===== src/rtl/dual_port_ram.sv =====
// Two-port storage array: ports A and B can each write, and port B reads combinationally.
// If both ports request a write in the same cycle, neither write takes effect.
module dual_port_ram #(
  parameter int WIDTH    = 8,
  parameter int DEPTHBIT = 4
) (
  input  logic                clk_a,
  input  logic                we_a,
  input  logic [DEPTHBIT-1:0] addr_a,
  input  logic [WIDTH-1:0]    din_a,
  input  logic                clk_b,
  input  logic                we_b,
  input  logic [DEPTHBIT-1:0] addr_b,
  input  logic [WIDTH-1:0]    din_b,
  output logic [WIDTH-1:0]    dout_b
);

  logic [WIDTH-1:0] mem [2**DEPTHBIT];

  // Both port clocks are the same net in every instantiation, so a single
  // write process keeps the array singly driven.
  logic unused_clk_b;
  assign unused_clk_b = clk_b;

  always_ff @(posedge clk_a) begin
    if (we_a && !we_b) begin
      mem[addr_a] <= din_a;
    end else if (we_b && !we_a) begin
      mem[addr_b] <= din_b;
    end
  end

  assign dout_b = mem[addr_b];

endmodule


===== src/rtl/sample_fifo_ctrl.sv =====
// Single-clock first-word-fall-through sample FIFO. Occupancy is tracked with
// DEPTHBIT+1-bit pointers, and overflow and underflow are recorded in sticky flags.
module sample_fifo_ctrl #(
  parameter int WIDTH     = 8,
  parameter int DEPTHBIT  = 4,
  parameter int AFULL_LVL = 12
) (
  input  logic                clk,
  input  logic                rst_n,
  input  logic                clr,
  input  logic                wr_en,
  input  logic [WIDTH-1:0]    wr_data,
  input  logic                rd_en,
  output logic [WIDTH-1:0]    rd_data,
  output logic                empty,
  output logic                full,
  output logic                almost_full,
  output logic [DEPTHBIT:0]   level,
  output logic                overflow,
  output logic                underflow
);

  localparam logic [DEPTHBIT:0] PTR_ONE  = 1;
  localparam logic [DEPTHBIT:0] AFULL_TH = AFULL_LVL[DEPTHBIT:0];

  logic [DEPTHBIT:0] wr_ptr;
  logic [DEPTHBIT:0] rd_ptr;
  logic              wr_acc;
  logic              rd_acc;

  // Handshake: a write is taken on an edge where wr_en=1 and full=0, and a pop is
  // taken on an edge where rd_en=1 and empty=0. A request against the wrong
  // occupancy is dropped and sets its sticky flag, and clr overrides both requests.
  assign wr_acc = wr_en && !full  && !clr;
  assign rd_acc = rd_en && !empty && !clr;

  assign empty       = (wr_ptr == rd_ptr);
  assign full        = (wr_ptr[DEPTHBIT-1:0] == rd_ptr[DEPTHBIT-1:0]) &&
                       (wr_ptr[DEPTHBIT] != rd_ptr[DEPTHBIT]);
  assign level       = wr_ptr - rd_ptr;
  assign almost_full = (level >= AFULL_TH);

  always_ff @(posedge clk or negedge rst_n) begin
    if (!rst_n) begin
      wr_ptr    <= '0;
      rd_ptr    <= '0;
      overflow  <= 1'b0;
      underflow <= 1'b0;
    end else if (clr) begin
      wr_ptr    <= '0;
      rd_ptr    <= '0;
      overflow  <= 1'b0;
      underflow <= 1'b0;
    end else begin
      if (wr_acc) wr_ptr <= wr_ptr + PTR_ONE;
      if (rd_acc) rd_ptr <= rd_ptr + PTR_ONE;
      if (wr_en && full)  overflow  <= 1'b1;
      if (rd_en && empty) underflow <= 1'b1;
    end
  end

  // Port B only reads. Because port B never writes, the RAM's two-writer inhibit cannot fire.
  dual_port_ram #(
    .WIDTH    (WIDTH),
    .DEPTHBIT (DEPTHBIT)
  ) u_ram (
    .clk_a  (clk),
    .we_a   (wr_acc),
    .addr_a (wr_ptr[DEPTHBIT-1:0]),
    .din_a  (wr_data),
    .clk_b  (clk),
    .we_b   (1'b0),
    .addr_b (rd_ptr[DEPTHBIT-1:0]),
    .din_b  ('0),
    .dout_b (rd_data)
  );

endmodule


===== config.mk =====
export PLATFORM = sky130hd
export DESIGN_NAME = sample_fifo_ctrl
export DESIGN_NICKNAME = d
export VERILOG_FILES = /design/src/rtl/dual_port_ram.sv /design/src/rtl/sample_fifo_ctrl.sv
export SDC_FILE = /design/constraint.sdc
export NUM_CORES = 1
export LEC_CHECK = 0
export BUFFER_PORTS_ARGS = -buffer_cell sky130_fd_sc_hd__buf_2
export CAP_MARGIN = 20
export CORE_MARGIN = 2
export CORE_UTILIZATION = 56
export DETAILED_ROUTE_END_ITERATION = 16
export PLACE_DENSITY = 0.77
export SYNTH_ARGS = -nofsm -noshare
export SYNTH_HDL_FRONTEND = slang
export SYNTH_SLANG_ARGS = --single-unit

===== constraint.sdc =====
create_clock -name clk -period 8.2 [get_ports clk]
set_input_delay 0.41 -clock clk [delete_from_list [all_inputs] [get_ports clk]]
set_output_delay 0.41 -clock clk [all_outputs]
set_load 0.01 [all_outputs]

==> metrics.md <==
| Metric | Value |
|---|---|
| Synth Area in Adders | `under 10%` |
| DP HPWL | `between 7000 and 8000 um` |
| Average vias per placed instance | `between 6 and 7` |
| Routed len/inst | `22.6 um` |
| CTS tree | `done` |
| Most frequent cells in the layout | `128 x edfxtp_1, 32 x buf_2, 27 x nor2_1, 26 x mux2i_1, 24 x mux4_2` |
| Ranking of synthesized cells by area | `edfxtp_1 66%, mux4_2 9.3%, dfrtp_1 5.2%` |
| Final setup fails | `0` |
| Starting Density | `a little under three fifths` |
| RSZ-0062 raised after global routing | `no` |
| Clock Latency Late Sink | `520 ps` |
| Setup TNS | `0 ps` |
| Top-area cell type share of the netlist area | `~66%` |
| Core Region | `around 10,000 um^2` |
| Mean Syn Cell Area | `17.8 um^2` |
| Hold Path Origin | `wr_en` |
| Vias | `3,095` |
| Reg2Reg Setup Slack | `4500 ps` |
| Netlist Area Pre-Place | `between 5000 and 6000 um^2` |
| Die Wd | `about 110 um` |
| Row count | `37` |
| Status | `completed` |
| Root buffer cell | `clkbuf_8` |
| Post-synth top area cell | `edfxtp_1` |
| Worst vdd ir | `~0.32 mV` |
| Worst-case reg-to-reg path depth | `7` |
| Leak | `roughly 2.3 nW` |
| Port buffer count | `30` |
| Crit Path Max Fanout | `44` |
| Worst Hold Path EP | `overflow` |
| Hold Violations, Final | `0` |
| Fin util | `between 60% and 70%` |
| Worst slew margin | `between 30% and 40%` |
| First-pass GRT wire length | `17,300 um` |
| # DRC | `0` |
| CP Data Arrival Time | `~3800 ps` |
| Compound-Gate Fraction of Synth Area | `around 5%` |
| Max_cap viols | `0` |
| Worst-path clk slew | `about 60 ps` |
| Hold_ws | `166 ps` |
| Largest family of logic cells by synthesized area | `multiplexers` |
| Yosys reg bits | `140` |
| Kind of critical path | `reg -> reg` |
| RD Place Congestion | `0.925` |
| Pwr Total | `between 1.5 and 2 mW` |
| Post-synthesis cell count | `~330` |
| Post-synth EDFFs | `128` |
| Drt pass-1 iters | `5` |
| Die Ht | `between 100 and 150 um` |
| Inserted Diodes | `0` |
| Hold depth | `3` |
| Peak Freq | `0.270 GHz` |
| Clock Skews | `4.54 ps` |
| Vias in the first global route | `2,929` |
| Yosys cell types | `40` |
| Register area share after synthesis | `71.5%` |
| CTS max path bufs | `2` |
| Worst-Margin Slew | `just over 1000 ps` |
| HP Class | `in -> reg` |
| Layout cells sized above 1 | `between 20% and 30%` |
| Post-Synth XOR/XNOR Area | `1.79%` |
| Die area | `about 11,000 um^2` |
| # H-tree levels | `4` |
| R2R Path Start | `rd_ptr[1]` |
| Minimum clock period after layout | `between 3000 and 4000 ps` |
| Pwr dens | `268 nW/um^2` |
| Final period util | `a little under half` |
| Commonest non-fill, non-tap cell in the layout | `edfxtp_1` |
| Worst setup SP type | `flop` |
| Design Area, Final | `about 6700 um^2` |
| Net Count, Synth | `around 350` |
| CTS buffer count | `17` |
| Synth Flop Type | `edfxtp_1` |
| Crit end category | `flop` |
| Largest net degree at the start of global routing | `45` |
| Post-synthesis mux area share | `between 10 and 15%` |
| Async set or reset register ratio after synthesis | `under 10%` |
| Warnings from Yosys | `0` |
| Critical Path RT | `approximately 8300 ps` |
| Setup bufs post-CTS | `0` |
| Clock sink count | `140` |
| Max-slew violation count | `0` |
| Post-layout nets | `slightly below 400` |
| Launch point of the critical path | `rd_ptr[1]` |
| Initial drt markers | `between 300 and 400` |
| Simple-gate share of the synthesized area | `under 10%` |
| GRT Overall Usage | `between 20 and 25%` |
| Final ANT Viol Nets | `0` |
| Worst R2R End | `u_ram.mem[1][2]` |
| Placed cell areas | `slightly above 6000 um^2` |
| IO Pins | `31` |
| Area Growth Syn to Fin | `15.1%` |
| Initial antenna violation count | `0` |
| Global route total overflow | `0` |
| Post-Route WL | `between 10,000 and 15,000 um` |
-- cell type report --
| cell class | count | area (um^2) |
|---|---|---|
| tap | 136 | 170 |
| clock buffer | 19 | 422 |
| clock inverter | 13 | 180 |
| multi-input combinational | 159 | 1530 |
| fill | 702 | 3510 |
| sequential | 140 | 4150 |
| inverter | 12 | 45.0 |
| timing repair buffer | 34 | 178 |
-- per-stage QoR --
| step | worst slack, ps | instances |
|---|---|---|
| final | 4500 | 513 |
| after CTS | 4540 | 511 |
| after detailed placement | 4560 | 478 |
| after floorplan | 5160 | 325 |
| after global placement | 4730 | 478 |
| after global routing | 4270 | 513 |
-- registers in the layout, indices dropped and copies added (netlist names) --
register and cells:
overflow 1, rd_ptr 5, u_ram.mem 128, underflow 1
wr_ptr 5
-- synthesized netlist by cell type (all sizes together) (3+ instances only) --
cell type	number
a211oi	3
a21oi	4
a22oi	8
a32oi	8
buf	7
clkbuf	7
dfrtp	12
edfxtp	128
ha	9
inv	11
mux2i	26
mux4	24
nand2	6
nor2	27
nor3	4
o21ai	12
xnor2	9
-- per-layer routing --
metal	vias up	wire, um	global-route usage, %
li1	1362	-	-
met2	167	5590	33.7
met1	1544	4720	30.3
met5	-	0	0
met4	0	284	9.12
met3	22	1010	6.12
-- where the power goes --
group,switching (mW),internal [mW],total [mW]
Clock,0.295,0.472,0.767
Sequential,0.0248,0.788,0.813
Combinational,0.110,0.0994,0.209
Total,0.430,1.36,1.79
-- cell families (layout without fill, tap and decap cells) --
kind of cell / Yosys count / after routing
flops: 140 / 140
fa+ha+maj: 10 / 10
simple gates: 47 / 47
compound gates: 41 / 41
mux: 50 / 50
xor+xnor: 11 / 11
buf+inv: 26 / 78
-- how the worst max path moves through the flow --
stage	depth (start not counted)	slack (ps)	endpoint
after detailed placement	7	4560	u_ram.mem[1][6]
final	7	4500	u_ram.mem[1][2]
after floorplan	8	5160	u_ram.mem[0][0]
after global routing	7	4270	u_ram.mem[1][1]
after CTS	7	4540	u_ram.mem[1][2]
after global placement	7	4730	u_ram.mem[3][0]
-- timing repair --
| item | in CTS | in global routing |
|---|---|---|
| endpoints found under the hold margin | 12 | 0 |
| resized for setup | 0 | 0 |
| hold buffers | 1 | 0 |
-- critical path, stage by stage, from the launching register on --
cell	delay, ps
dfrtp_2	340
buf_4	480
inv_1	180
ha_1	350
and4_1	260
a211oi_1	560
nand2_1	290
nor3_1	820
(Power assumes the default switching activity.)
